`src/rtl/fmul64_pkg.sv`:
```
// Shared constants, rounding-mode encoding and result types for the F64 multiplier back end.
// Both the normalise and the round/pack paths import this package.
package fmul64_pkg;

    localparam int unsigned F64_EXP_W  = 11;
    localparam int unsigned F64_FRAC_W = 52;
    localparam int unsigned SIG_MUL_W  = 106;
    localparam logic [F64_EXP_W-1:0] F64_MAX_EXP = 11'd2047;

    typedef enum logic [2:0] {
        RM_RNE = 3'd0,
        RM_RTZ = 3'd1,
        RM_RDN = 3'd2,
        RM_RUP = 3'd3,
        RM_RMM = 3'd4
    } rm_e;

    typedef struct packed {
        logic                  sign;
        logic [F64_EXP_W-1:0]  exp;
        logic [F64_FRAC_W-1:0] frac;
    } f64_t;

    typedef struct packed {
        logic of;
        logic uf;
        logic nx;
    } fflags_t;

    // Round-up decision from the kept LSB, guard and sticky bits.
    function automatic logic round_inc(input rm_e rm, input logic sign,
                                       input logic l, input logic g, input logic s);
        logic inc;
        case (rm)
            RM_RNE:  inc = g & (l | s);
            RM_RTZ:  inc = 1'b0;
            RM_RDN:  inc = sign & (g | s);
            RM_RUP:  inc = ~sign & (g | s);
            RM_RMM:  inc = g;
            default: inc = 1'b0;
        endcase
        return inc;
    endfunction

endpackage

```
`src/rtl/fmul64_lsh_lzc.sv`:
```
// 105-bit leading-zero counter for the multiplier normalise stage.
// All-zero input yields 105.
module fmul64_lsh_lzc (
    input  logic [104:0] in_bits,
    output logic [6:0]   lzc
);

    logic [127:0] win;

    // Low padding with ones caps the count at 105; each level halves the search window.
    always_comb begin
        win = {in_bits, 23'h7F_FFFF};
        lzc = '0;
        for (int unsigned k = 7; k > 0; k--) begin
            if ((win >> (128 - (1 << (k - 1)))) == '0) begin
                lzc = lzc | 7'(1 << (k - 1));
                win = win << (1 << (k - 1));
            end
        end
    end

endmodule

```
`src/rtl/fmul64_lsh_round_pipe.sv`:
```
// F64 multiplier left-normalise, round and pack path; two-stage valid/ready pipeline.
// Define FMUL64_LSH_UF_AFTER_ROUND_EN for after-rounding tininess detection.
module fmul64_lsh_round_pipe
    import fmul64_pkg::*;
(
    input  logic                 clk,
    input  logic                 rst_n,
    input  logic                 flush_i,
    input  logic                 in_valid_i,
    output logic                 in_ready_o,
    input  logic                 sign_i,
    input  logic [12:0]          exp_i,
    input  logic [SIG_MUL_W-1:0] sig_mul_i,
    input  logic [2:0]           rm_i,
    output logic                 out_valid_o,
    input  logic                 out_ready_i,
    output logic [63:0]          res_o,
    output logic [2:0]           fflags_o
);

    localparam int unsigned SH_W = SIG_MUL_W - 1;

    logic                 s1_vld, s2_vld, s1_adv, s2_adv;
    logic                 s1_sign;
    rm_e                  s1_rm;
    logic [SH_W-1:0]      s1_sig;
    logic [6:0]           s1_lsh;
    logic [F64_EXP_W-1:0] s1_exp;

    logic [6:0]           lzc;
    logic [12:0]          exp_m1;
    logic [6:0]           lsh_num;
    logic                 sig_msb_unused;

    fmul64_lsh_lzc u_lzc (
        .in_bits (sig_mul_i[SH_W-1:0]),
        .lzc     (lzc)
    );

    assign sig_msb_unused = sig_mul_i[SH_W];
    assign exp_m1  = exp_i - 13'd1;
    // Clamp the shift so the biased exponent never drops below 1.
    assign lsh_num = ({6'd0, lzc} < exp_m1) ? lzc : exp_m1[6:0];

    assign s2_adv      = !s2_vld || out_ready_i;
    assign s1_adv      = s2_adv || !s1_vld;
    assign in_ready_o  = !s1_vld || s1_adv;
    assign out_valid_o = s2_vld;

    always_ff @(posedge clk or negedge rst_n) begin
        if (!rst_n) begin
            s1_vld  <= 1'b0;
            s1_sign <= 1'b0;
            s1_rm   <= RM_RNE;
            s1_sig  <= '0;
            s1_lsh  <= '0;
            s1_exp  <= '0;
        end else if (flush_i) begin
            s1_vld  <= 1'b0;
        end else if (s1_adv) begin
            s1_vld <= in_valid_i;
            if (in_valid_i) begin
                s1_sign <= sign_i;
                s1_rm   <= rm_e'(rm_i);
                s1_sig  <= sig_mul_i[SH_W-1:0];
                s1_lsh  <= lsh_num;
                s1_exp  <= 11'(exp_i - {6'd0, lsh_num});
            end
        end
    end

    logic [SH_W-1:0]         sh;
    logic                    l_bit, g_bit, s_bit, inc, nx, of, uf, ovf_inf;
    logic [F64_FRAC_W+1:0]   sum;
    logic [F64_EXP_W-1:0]    exp_rnd;
    f64_t                    res_d;
    fflags_t                 flags_d;

    assign sh    = s1_sig << s1_lsh;
    assign l_bit = sh[52];
    assign g_bit = sh[51];
    assign s_bit = |sh[50:0];
    assign inc   = round_inc(s1_rm, s1_sign, l_bit, g_bit, s_bit);
    assign sum   = {1'b0, sh[104:52]} + {{(F64_FRAC_W+1){1'b0}}, inc};
    // A carry out of a denormal lands on the hidden-bit position and promotes it to exponent 1.
    assign exp_rnd = sh[104] ? (s1_exp + {10'd0, sum[53]}) : {10'd0, sum[52]};
    assign nx = g_bit | s_bit;
    assign of = (exp_rnd == F64_MAX_EXP);

`ifdef FMUL64_LSH_UF_AFTER_ROUND_EN
    logic rnd_up_uf;
    assign rnd_up_uf = round_inc(s1_rm, s1_sign, sh[51], sh[50], |sh[49:0]);
    assign uf = nx && !sh[104] && !((&sh[103:52]) && rnd_up_uf);
`else
    assign uf = nx && !sh[104];
`endif

    always_comb begin
        case (s1_rm)
            RM_RNE, RM_RMM: ovf_inf = 1'b1;
            RM_RUP:         ovf_inf = !s1_sign;
            RM_RDN:         ovf_inf = s1_sign;
            default:        ovf_inf = 1'b0;
        endcase
    end

    always_comb begin
        res_d.sign = s1_sign;
        res_d.exp  = exp_rnd;
        res_d.frac = sum[F64_FRAC_W-1:0];
        if (of) begin
            if (ovf_inf) begin
                res_d.frac = '0;
            end else begin
                res_d.exp  = F64_MAX_EXP - 11'd1;
                res_d.frac = '1;
            end
        end
        flags_d.of = of;
        flags_d.uf = uf;
        flags_d.nx = nx;
    end

    always_ff @(posedge clk or negedge rst_n) begin
        if (!rst_n) begin
            s2_vld   <= 1'b0;
            res_o    <= '0;
            fflags_o <= '0;
        end else if (flush_i) begin
            s2_vld   <= 1'b0;
        end else if (s2_adv) begin
            s2_vld <= s1_vld;
            if (s1_vld) begin
                res_o    <= res_d;
                fflags_o <= flags_d;
            end
        end
    end

endmodule

```
`config.mk`:
```
export PLATFORM = sky130hd
export DESIGN_NAME = fmul64_lsh_round_pipe
export DESIGN_NICKNAME = d
export VERILOG_FILES = /design/src/rtl/fmul64_pkg.sv /design/src/rtl/fmul64_lsh_lzc.sv /design/src/rtl/fmul64_lsh_round_pipe.sv
export SDC_FILE = /design/constraint.sdc
export NUM_CORES = 1
export LEC_CHECK = 0
export ABC_AREA = 1
export BUFFER_PORTS_ARGS = -buffer_cell sky130_fd_sc_hd__buf_4
export CORE_MARGIN = 2
export CORE_UTILIZATION = 55
export DETAILED_ROUTE_END_ITERATION = 16
export GPL_ROUTABILITY_DRIVEN = 0
export PLACE_DENSITY = 0.74
export SLEW_MARGIN = 25
export SYNTH_ARGS = -nofsm -noshare
export SYNTH_HDL_FRONTEND = slang
export SYNTH_SLANG_ARGS = --single-unit
export TNS_END_PERCENT = 100
```
`constraint.sdc`:
```
create_clock -name clk -period 8.4 [get_ports clk]
set_input_delay 0.42 -clock clk [delete_from_list [all_inputs] [get_ports clk]]
set_output_delay 0.42 -clock clk [all_outputs]
set_load 0.005 [all_outputs]
```
==> results.md <==
- Max-Cap Viols: 0
- First-pass detailed-route iteration total: 6
- Die X: 186 um
- H-tree Lvls: 4
- Total CTS buffers: 17
- Startpoint Class: register
- Synthesis-stage register bit count: 196
- Final period utilization: 95.1%
- Drc violations: 0
- Final Hold Viols: 0
- Crit path kind: reg -> reg
- Via count: 21,098
- Final core occ: 62.9%
- Max_slew headroom: 36.3%
- Clock Sinks: 196
- Post-synthesis cell area: 18,200 um2
- Synthesized area per cell: 5.94 um2
- Synth warnings: 0
- I/O pins: 197
- Die ar.: 34,500 um2
- Crit end category: register
- RSZ-0062 raised after global routing: true
- Antenna Nets Post-Route: 0
- Count of different cell masters after synthesis: 55
- Gr usage total: 37.8%
- Total Power: 3.80 mW
- Largest net degree at the start of global routing: 120
- Root Buffer: clkbuf_16
- Post-synth EDFFs: 0
- Seq/Total Area, Yosys: 27.0%
- Worst hold path type: in -> async
- Vias in the first global route: 18,689
- Clock Path Buffers: 2
- Run status: completed
- DP HPWL: 50,100 um
- Async S/R FF share, synth: 100%
- First-pass GRT wire length: 100,000 um
- Synth Instances: 3,058
- Antenna Diode Count: 0
- Grt ovf: 0
- Fmax: 125 MHz
- Final min period: 7980 ps
- Synth top area share: 27.0%
- Clock Skew: 11.6 ps
- FP Rows: 66
- Critical Path AT: 8300 ps
- Leading area contributor after synthesis: dfrtp_1
- R2R Setup Slk: 420 ps
- Final hold slack: 74.3 ps
- Max VDD drop: 165 uV
- Fillers: 3,250
- Slowest-stage cell, CP: or4_1
- Nets: 3,280
- Layout area overhead: 12.6%
- Final slew viol count: 0
- Worst-path fanout max: 47
- Most used flip-flop cell after synthesis: dfrtp_1
- PD cells: 186 nW/um2
- CP required: 8710 ps
- Vias/cell: 5.88
- DR WL/cell: 18.3 um
- Die height: 186 um
- Latest clock arrival within the worst-skew pair: 470 ps
- Initial antenna violation count: 1
- First DRT Iteration DRCs: 2,797
- Largest cells by area after synthesis: dfrtp_1 (27%), nand2_1 (23%), o21ai_0 (11%)
- Worst path max stage delay: 610 ps
- FF/Latch Area: 4910 um2
- Leak: 10.3 nW
- Multi-input logic area: 11,700 um2
- Drt total wl: 65,800 um
- Commonest non-fill, non-tap cell in the layout: nand2_1
- Commonest cells after routing, fill and taps aside: nand2_1 (1,090), o21ai_0 (388), nor2_1 (287)
- Worst Max-Slew Pin Slew: 955 ps
- # setup viols final: 0
- Share of layout cells above drive strength 1: 11.3%
- IO Port Bufs: 195
- Clock transition at path regs: 80 ps
- Synth Net Count: 3,205
- CORE AREA: 32,500 um2
- CTS tree: done
- Initial Util: 55.8%
## worst max-delay path, delay by kind of cell (launching register included)
family	cells	cell delay, ps
adder cells (fa/ha/maj)	3	670
AO/OA/AOI/OAI	8	2080
AND/OR/NAND/NOR	29	3730
buffers and inverters	4	610
flip-flops	1	410
multiplexers	1	290
## power breakdown
| part | switching (mW) | internal, mW | total [mW] |
|---|---|---|---|
| combinational | 1.13 | 0.613 | 1.74 |
| sequential | 0.141 | 1.11 | 1.25 |
| clock | 0.395 | 0.415 | 0.810 |
| total | 1.67 | 2.14 | 3.80 |
## flip-flops by register name, summed over array words and instances, names as in the netlist
| signal | cells |
|---|---|
| s1_lsh | 7 |
| s1_sig | 105 |
| fflags_o | 3 |
| s1_rm | 3 |
| out_valid_o | 1 |
| s1_vld | 1 |
| s1_exp | 11 |
| s1_sign | 1 |
| res_o | 64 |
## what timing repair did
item | CTS | global route
setup buffers | 0 | 3
hold buffers | 0 | 0
resized for setup | 5 | 32
setup endpoints to repair | 6 | 54
cloned | 1 | 2
pin swaps | 1 | 5
## metrics by stage
step	setup TNS (ps)	setup slack (ps)	cells	cell area (um2)
final	0	415	3588	20500
after global routing	-4050	-140	3588	20500
after CTS	0	156	3583	20300
after detailed placement	-1.26	-1.26	3550	19700
after global placement	0	242	3550	19700
after floorplan	0	1780	3058	18200
## worst paths after layout
kind / start / endpoint / cells after the start
setup / recovery: s1_lsh[0]$_DFFE_PN0P_ / res_o[2]$_DFFE_PN0P_ / 45
hold / removal: rst_n / res_o[7]$_DFFE_PN0P_ / 1
setup reg to reg: s1_lsh[0]$_DFFE_PN0P_ / res_o[2]$_DFFE_PN0P_ / 45
hold reg to reg: res_o[56]$_DFFE_PN0P_ / res_o[56]$_DFFE_PN0P_ / 2
max in group asynchronous: rst_n / s1_lsh[1]$_DFFE_PN0P_ / 2
min in group clk: flush_i / s1_vld$_DFFE_PN0P_ / 2
## routing by layer
layer / wire, um / track usage [%] / vias to the layer above
met5: 13 / 0 / -
met4: 3850 / 21.1 / 2
met3: 6740 / 8.59 / 243
met2: 28200 / 56.8 / 1192
met1: 27000 / 50.1 / 9580
li1: - / - / 10081
## Yosys cell counts (8+ instances only)
| master | count |
|---|---|
| nor2_4 | 8 |
| buf_4 | 9 |
| nand2_1 | 1095 |
| nor2_1 | 290 |
| o21ai_1 | 22 |
| nor3_1 | 27 |
| o21ai_0 | 397 |
| ha_1 | 18 |
| buf_6 | 12 |
| a31oi_1 | 11 |
| buf_2 | 32 |
| clkbuf_1 | 101 |
| nand3_1 | 238 |
| a22oi_1 | 8 |
| inv_1 | 204 |
| a21oi_1 | 102 |
| dfrtp_1 | 196 |
| o211ai_1 | 14 |
| nor4_1 | 13 |
| nand2_2 | 13 |
| buf_1 | 37 |
| mux2i_1 | 47 |
| nand3b_1 | 13 |
| o22ai_1 | 16 |
| xor2_1 | 38 |
| xnor2_1 | 17 |
| nand4_1 | 11 |
## layout make-up
type                            instances  share of cell area, %
Timing Repair Buffer                  244                   9.31
Sequential cell                       196                   24.0
Clock buffer                           20                   2.14
Clock inverter                         12                  0.600
Inverter                              210                   3.89
Multi-Input combinational cell       2464                   57.3
Tap cell                              442                   2.70
## kinds of logic after synthesis
family                     synth area share, %
and+or+nand+nor                           39.8
AOI/OAI and AO/OA                         17.4
buffers and inverters                     9.19
DFF                                       27.0
xor gates and xnor gates                  2.65
muxes                                     2.59
adders and majority gates                 1.35
(Power assumes the default switching activity.)
